[src/rtl/mem_access_stage.sv]
// MEM stage: byte-addressed data memory with sub-word loads/stores, branch resolution,
// misalignment detection and a handshaked memory-dump sequencer for the debug unit.
module mem_access_stage #(
  parameter int unsigned NB_DATA = 32,
  parameter int unsigned NB_PC   = 6,
  parameter int unsigned NB_ADDR = 5
) (
  input  logic               i_clk,
  input  logic               i_reset,
  input  logic [4:0]         i_control_bits,
  input  logic               i_zero,
  input  logic [NB_PC-1:0]   i_sum,
  input  logic [NB_DATA-1:0] i_alu_result,
  input  logic [NB_DATA-1:0] i_read_data2,
  input  logic [2:0]         i_funct3,
  input  logic [1:0]         i_pipeline_mode,
  input  logic               i_execute_instruct,
  input  logic               i_dump_start,
  input  logic               i_dump_ready,
  output logic [NB_DATA-1:0] o_read_data,
  output logic [NB_DATA-1:0] o_alu_result,
  output logic               o_mem_to_reg,
  output logic               o_reg_write,
  output logic               o_pc_src,
  output logic [NB_PC-1:0]   o_branch_target,
  output logic               o_misaligned,
  output logic               o_misaligned_sticky,
  output logic               o_dump_valid,
  output logic [NB_ADDR-1:0] o_dump_addr,
  output logic [NB_DATA-1:0] o_dump_word,
  output logic               o_dump_done
);

  localparam int unsigned NWords = 2 ** NB_ADDR;

  typedef enum logic [1:0] {StIdle, StDump, StDone} dump_state_e;

  logic [NB_DATA-1:0] r_mem [NWords];
  logic               r_sticky;
  dump_state_e        r_state, w_state_next;
  logic [NB_ADDR-1:0] r_dump_addr, w_dump_addr_next;

  logic               w_mem_read, w_mem_write, w_access, w_step_en;
  logic [NB_ADDR-1:0] w_word_idx;
  logic [1:0]         w_off;
  logic [NB_DATA-1:0] w_rd_word, w_wr_word, w_wr_data, w_ext;
  logic [3:0]         w_lane_en;
  logic               w_misalign_raw, w_store;
  logic [7:0]         w_byte;
  logic [15:0]        w_half;
  logic               w_unused_addr;

  assign w_mem_read  = i_control_bits[0];
  assign w_mem_write = i_control_bits[1];
  assign w_access    = w_mem_read | w_mem_write;
  assign w_step_en   = (i_pipeline_mode == 2'b01) |
                       ((i_pipeline_mode == 2'b11) & i_execute_instruct);

  // Upper address bits are ignored so accesses wrap modulo the memory size.
  assign w_word_idx    = i_alu_result[NB_ADDR+1:2];
  assign w_off         = i_alu_result[1:0];
  assign w_unused_addr = ^i_alu_result[NB_DATA-1:NB_ADDR+2];
  assign w_rd_word     = r_mem[w_word_idx];

  assign o_alu_result    = i_alu_result;
  assign o_mem_to_reg    = i_control_bits[3];
  assign o_reg_write     = i_control_bits[4];
  assign o_pc_src        = i_control_bits[2] & i_zero;
  assign o_branch_target = i_sum;

  // Alignment check by access size; undefined funct3 behaves as a word access.
  always_comb begin
    unique case (i_funct3)
      3'b000, 3'b100: w_misalign_raw = 1'b0;
      3'b001, 3'b101: w_misalign_raw = w_off[0];
      default:        w_misalign_raw = (w_off != 2'b00);
    endcase
  end

  assign o_misaligned        = w_access & w_misalign_raw;
  assign w_store             = w_mem_write & w_step_en & ~w_misalign_raw;
  assign o_misaligned_sticky = r_sticky;

  // Store lane enables and replicated store data, merged over the old word.
  always_comb begin
    unique case (i_funct3)
      3'b000, 3'b100: begin
        w_lane_en = 4'b0001 << w_off;
        w_wr_data = {4{i_read_data2[7:0]}};
      end
      3'b001, 3'b101: begin
        w_lane_en = w_off[1] ? 4'b1100 : 4'b0011;
        w_wr_data = {2{i_read_data2[15:0]}};
      end
      default: begin
        w_lane_en = 4'b1111;
        w_wr_data = i_read_data2;
      end
    endcase
    w_wr_word = w_rd_word;
    for (int b = 0; b < 4; b++) begin
      if (w_lane_en[b]) w_wr_word[8*b +: 8] = w_wr_data[8*b +: 8];
    end
  end

  // Load byte/half selection and sign/zero extension.
  always_comb begin
    unique case (w_off)
      2'd0:    w_byte = w_rd_word[7:0];
      2'd1:    w_byte = w_rd_word[15:8];
      2'd2:    w_byte = w_rd_word[23:16];
      default: w_byte = w_rd_word[31:24];
    endcase
    w_half = w_off[1] ? w_rd_word[31:16] : w_rd_word[15:0];
    unique case (i_funct3)
      3'b000:  w_ext = {{(NB_DATA-8){w_byte[7]}}, w_byte};
      3'b100:  w_ext = {{(NB_DATA-8){1'b0}}, w_byte};
      3'b001:  w_ext = {{(NB_DATA-16){w_half[15]}}, w_half};
      3'b101:  w_ext = {{(NB_DATA-16){1'b0}}, w_half};
      default: w_ext = w_rd_word;
    endcase
    o_read_data = (w_mem_read & ~w_misalign_raw) ? w_ext : '0;
  end

  // Data memory: cleared on reset, written on enabled aligned stores.
  always_ff @(posedge i_clk) begin
    if (i_reset) begin
      for (int i = 0; i < NWords; i++) r_mem[i] <= '0;
    end else if (w_store) begin
      r_mem[w_word_idx] <= w_wr_word;
    end
  end

  // Sticky misalignment flag, cleared only by reset.
  always_ff @(posedge i_clk) begin
    if (i_reset) r_sticky <= 1'b0;
    else if (w_step_en & w_access & w_misalign_raw) r_sticky <= 1'b1;
  end

  // Dump sequencer state and address registers.
  always_ff @(posedge i_clk) begin
    if (i_reset) begin
      r_state     <= StIdle;
      r_dump_addr <= '0;
    end else begin
      r_state     <= w_state_next;
      r_dump_addr <= w_dump_addr_next;
    end
  end

  // Dump sequencer next state and outputs.
  always_comb begin
    w_state_next     = r_state;
    w_dump_addr_next = r_dump_addr;
    o_dump_valid     = 1'b0;
    o_dump_done      = 1'b0;
    unique case (r_state)
      StIdle: begin
        if (i_dump_start) begin
          w_state_next     = StDump;
          w_dump_addr_next = '0;
        end
      end
      StDump: begin
        o_dump_valid = 1'b1;
        if (i_dump_ready) begin
          if (r_dump_addr == {NB_ADDR{1'b1}}) w_state_next = StDone;
          else w_dump_addr_next = r_dump_addr + 1'b1;
        end
      end
      StDone: begin
        o_dump_done  = 1'b1;
        w_state_next = StIdle;
      end
      default: w_state_next = StIdle;
    endcase
  end

  assign o_dump_addr = r_dump_addr;
  assign o_dump_word = r_mem[r_dump_addr];

endmodule
[config.mk]
export PLATFORM = sky130hd
export DESIGN_NAME = mem_access_stage
export DESIGN_NICKNAME = d
export VERILOG_FILES = /design/src/rtl/mem_access_stage.sv
export SDC_FILE = /design/constraint.sdc
export NUM_CORES = 2
export LEC_CHECK = 0
export CAP_MARGIN = 25
export CELL_PAD_IN_SITES_DETAIL_PLACEMENT = 1
export CELL_PAD_IN_SITES_GLOBAL_PLACEMENT = 1
export CORE_ASPECT_RATIO = 1.2
export CORE_MARGIN = 5
export CORE_UTILIZATION = 40
export CTS_BUF_LIST = sky130_fd_sc_hd__clkbuf_4 sky130_fd_sc_hd__clkbuf_8
export DETAILED_ROUTE_END_ITERATION = 8
export PLACE_DENSITY_LB_ADDON = 0.15
export SYNTH_ARGS = -nofsm -noshare
export SYNTH_HDL_FRONTEND = slang
export SYNTH_SLANG_ARGS = --single-unit
[constraint.sdc]
create_clock -name i_clk -period 3.4 [get_ports i_clk]
set_input_delay 0.68 -clock i_clk [delete_from_list [all_inputs] [get_ports i_clk]]
set_output_delay 0.68 -clock i_clk [all_outputs]
set_load 0.01 [all_outputs]
After elaboration in Yosys (flattened, before gate mapping)
Memories as Yosys holds them, arrays and structs flattened. A register that Yosys moved wholly into a read port is not among the register bits.
Index checks and enable logic that the tools add are counted.
W data, S select, Z words.
{"block": "op_classes", "addsub": 1, "eq_ne": 14, "n_shift": 1, "mux": 32, "bitwise_logic": 11, "n_reduce_logical": 10}
{"operator": "$pmux W32 S4", "n": 1}
{"operator": "$mux W32", "n": 2}
{"operator": "$pmux W32 S2", "n": 1}
{"operator": "$mux W8", "n": 4}
{"operator": "$reduce_or A32 Y1", "n": 1}
{"operator": "$mux W5", "n": 6}
{"operator": "$pmux W8 S3", "n": 1}
{"operator": "$mux W16", "n": 1}
{"operator": "$pmux W5 S2", "n": 1}
{"operator": "$and A1 B1 Y1", "n": 8}
{"operator": "$mux W1", "n": 8}
{"operator": "$ne A2 B2 Y1 const B", "n": 4}
{"operator": "$pmux W4 S2", "n": 1}
{"operator": "$eq A2 B1 Y1 const B", "n": 3}
{"operator": "$eq A2 B2 Y1 const B", "n": 3}
{"operator": "$eq A3 B3 Y1 const B", "n": 2}
{"operator": "$mux W2", "n": 3}
{"operator": "$add A5 B1 Y5 const B", "n": 1}
{"operator": "$eq A5 B5 Y1 const B", "n": 1}
{"operator": "$logic_not A2 Y1", "n": 2}
{"operator": "$mux W4", "n": 1}
{"operator": "$pmux W2 S2", "n": 1}
{"operator": "$reduce_and A4 Y1", "n": 1}
{"operator": "$reduce_bool A2 Y1", "n": 2}
{"operator": "8 further kinds", "n": 10}
{"block": "totals", "ff_bits": 8, "ram_bits": 1024, "input_bits": 86, "output_inout_bits": 114, "wordCells": 73, "mem_count": 1}
{"memory": "r_mem", "words": 32, "word_bits": 32, "read_ports": 2, "rd_ports_with_merged_regs": 1, "wr": 32, "line": "38", "text": "logic [NB_DATA-1:0] r_mem [NWords];"}

Logic depth before layout (Yosys ltp)
{"block": "depth", "word_depth": 10, "mapped_depth": 13, "depth_no_buf": 8}

Worst setup path before layout
No wires, ideal clock.
{"block": "synth_path", "path_type": "input port to output port", "start": "input i_alu_result[3]", "end": "output o_read_data[2]", "arrival_ns": 2.609, "t_required_ns": 2.720, "setup_slack_ns": 0.111, "stages": 9, "cell_sequence": "buf_2 buf_2 buf_2 clkbuf_1 mux4_2 a22oi_1 nand4_1 a221oi_1 a21oi_1"}
{"block": "synth_via", "elab_chain_cells": 4}
{"element": "from (decl)", "line": "13", "text": "input logic [NB_DATA-1:0] i_alu_result,"}
{"element": "$mem_v2 Z32 W32 *"}
{"element": "$pmux W8 S3 or $mux W16 (tied branches)", "line": "108, 114"}
{"element": "$pmux W32 S4 *", "line": "115", "text": "unique case (i_funct3)"}
{"element": "$mux W32 *", "line": "122", "text": "o_read_data = (w_mem_read & ~w_misalign_raw) ? w_ext : '0;"}
{"element": "to (decl)", "line": "20", "text": "output logic [NB_DATA-1:0] o_read_data,"}
Mark *: on every way between the ends. The rest lies on a longest branch, timed or not.

==> impl_metrics.py <==
metrics = {
    "timing": {
        "finalSetupViolations": 64,
        "post-route-min-period_ns": 4.12,
        "skew_ns": 0.0561,
        "timing.final.hold_violations": 0,
        "worst_pin_slew_ns": 0.846,
        "final_max_slew_viol_count": 0,
        "slew_headroom_pct": 43.4,
        "holdWs_ns": 0.385,
        "fin_ws_ns": -0.715,
        "fin_crit_sh_pct": 121,
        "grt_setup_unrepaired": "true",
        "max_freq_ghz": 0.243,
    },
    "logic_synthesis": {
        "synthArstFlopShare_pct": 0,
        "yosys-top-cells-area": "edfxtp_1 (57%), mux4_2 (22%), nor2_1 (7.4%), mux2i_1 (2.2%), a22oi_1 (1.3%)",
        "synth_enable_flop_cells": 1024,
        "synth_cell_type_count": 72,
        "yosys_warnings": 0,
        "synth_top_area_share_pct": 56.9,
        "syn_nets": 3780,
        "synth_area_per_cell_um2": 14.6,
        "syn_inst": 3692,
        "ys_seq_area_share_pct": 57.4,
        "synthFlopType": "edfxtp_1",
        "synth_area_um2": 54000,
        "post-synth-top-area-cell": "edfxtp_1",
        "synth_seq_cells": 1037,
    },
    "global_routing": {
        "grtUsageMet2_pct": 57.1,
        "track_usage_pct": 35.9,
        "grt-ovfl-total": 0,
        "grt_pass1_wl_mm": 351,
        "grt_antenna_before_repair": 8,
        "use_met3_pct": 8.51,
        "grt_busiest_layer": "met2",
        "grt_max_degree": 40,
        "gr-usage-met1_pct": 45.5,
        "grt_pass1_vias": 42220,
    },
    "cts": {
        "clockBufferDepth": 3,
        "cts_tree": "built",
        "clk_pin_slew_ns": 0.06,
        "cts_root_buf": "clkbuf_8",
        "hold_buffers": 0,
        "htreeDepth": 4,
        "numCtsBuffers": 177,
        "clk_latency_ns": 0.96,
        "cts_sinks": 1037,
    },
    "worst_setup_path": {
        "critPathArrivalTime_ns": 3.44,
        "cp_max_fo": 8,
        "endpoint_kind": "primary output",
        "setup.worst_path.class": "register to primary output",
        "startpoint_type": "register",
        "required_ns": 2.72,
    },
    "cells_and_area": {
        "drive_above_1_share_pct": 43.7,
        "post-route-util_pct": 52.3,
        "fin_cells": 6273,
        "areaGrowthSynthToFinish_pct": 29.9,
        "final_nets": 4423,
        "design_area_um2": 70200,
    },
    "placed_design": {
        "hpwlAfterDp_mm": 179,
        "port_buffers": 133,
        "place_ws_ns": -1.44,
        "placed_cells": 5821,
        "gp_congestion": 1.03,
        "placed_cell_area_um2": 63600,
    },
    "outcome": {
        "violations": "negative setup slack",
        "outcome": "finished with violations",
    },
    "min_path": {
        "hold_path.class": "input port to register",
    },
    "run": {
        "maxCapViolations": 0,
    },
    "power_and_ir_drop": {
        "peakVddDrop_v": 0.000403,
        "p_leak_uw": 0.0249,
        "power_density_nw_per_um2": 445,
    },
    "floorplanning": {
        "die_w_um": 346,
        "core_area_um2": 134000,
        "rows": 147,
        "initial_core_util_pct": 40.3,
        "ios": 200,
        "die_h_um": 413,
        "die_area_um2": 143000,
    },
    "drt": {
        "via_per_inst": 6.62,
        "first_iter_violations": 6279,
        "vias": 41540,
        "drc_errors": 0,
        "wirelength_mm": 261,
        "post_drt_wl_per_cell_um": 41.7,
        "antenna_left": 0,
        "drt_first_pass_iters": 5,
    },
}
[critical path, stage by stage, from the launching register on]
cell and delay (ns):
dfxtp_4 0.37, buf_12 0.15, buf_16 0.19, buf_16 0.16
buf_12 0.11, mux4_2 0.49, mux4_2 0.52, mux2_4 0.33
buf_6 0.13
[layout make-up]
class / count / area, µm²
fillers: 12851 / 63900
well taps: 1788 / 2240
diodes: 9 / 22.5
clock inverters: 90 / 539
inverters: 6 / 22.5
clock buffers: 230 / 2850
repair buffers: 891 / 11200
flip-flops and latches: 1037 / 31000
multi-input cells: 2222 / 22300
[metal layers]
| layer | wire length (µm) | vias to the layer above |
|---|---|---|
| met5 | 0 | - |
| met3 | 29100 | 792 |
| li1 | - | 15559 |
| met2 | 121000 | 3204 |
| met1 | 92900 | 21985 |
| met4 | 18400 | 0 |
[synthesized netlist by cell type (all sizes together) (5+ instances only)]
cell type and count:
a31oi 7, dfxtp 13, and3 9, nor4 7, nand3 8, nand2b 38, nand2 59, edfxtp 1024
o21bai 5, mux4 530, buf 254, clkbuf 173, and4 11, nor3 10, o21ai 29, nor2b 5
o22ai 40, mux2 48, nor2 1065, a21oi 44, nand4 12, mux2i 119, a22oi 97, and2 7
inv 6, o21a 9, a21o 12
[what timing repair did]
| action | CTS | global route |
|---|---|---|
| cloned | 14 | 5 |
| resized for setup | 547 | 148 |
| setup buffers | 89 | 49 |
| setup endpoints to repair | 65 | 64 |
| pin swaps | 65 | 59 |
[registers in the layout, indices dropped and copies added (netlist names), named ones only]
register and cells:
o_dump_addr 5, o_misaligned_sticky 1, r_mem 1024, r_state 2
[path summary, 6_finish.rpt]
| path | startpoint | end | slack (ns) | cells after the start |
|---|---|---|---|---|
| max | register | o_dump_word[21] | -0.72 | 8 |
| min | i_dump_ready | r_state[1] | 0.39 | 3 |
| max reg2reg | r_mem[26][14] | r_mem[26][14] | 0.70 | 11 |
| min reg2reg | o_misaligned_sticky | o_misaligned_sticky | 0.47 | 2 |
[through the flow]
stage	total power (µW)	setup TNS, ns
2_1_floorplan	17100	0
3_3_place_gp	19400	-308.42
3_5_place_dp	19500	-424.90
4_1_cts	31100	-42.98
5_1_grt	32100	-39.40
6_report	31300	-35.88
[logic make-up after synthesis]
family          synth area share (%)
mux                             25.3
buf+inv                         4.14
xor+xnor                      0.0324
compound gates                  3.50
fa+ha+maj                     0.0463
flops                           57.4
simple gates                    9.55
[power by group]
part / switching (µW) / internal, µW / total, µW
logic: 2940 / 2290 / 5230
clock network: 5590 / 5730 / 11300
registers: 253 / 14400 / 14700
[placed cells by master, fill, tap and decap left out, drive strengths merged, types with 59 or more instances in the layout]
cell type / count
edfxtp: 1024
clkinv: 74
clkbuf: 235
nand2: 59
mux2i: 119
clkdlybuf4s50: 63
mux4: 530
buf: 820
a22oi: 97
nor2: 1065
No activity file was read; power rests on OpenSTA's default activity.
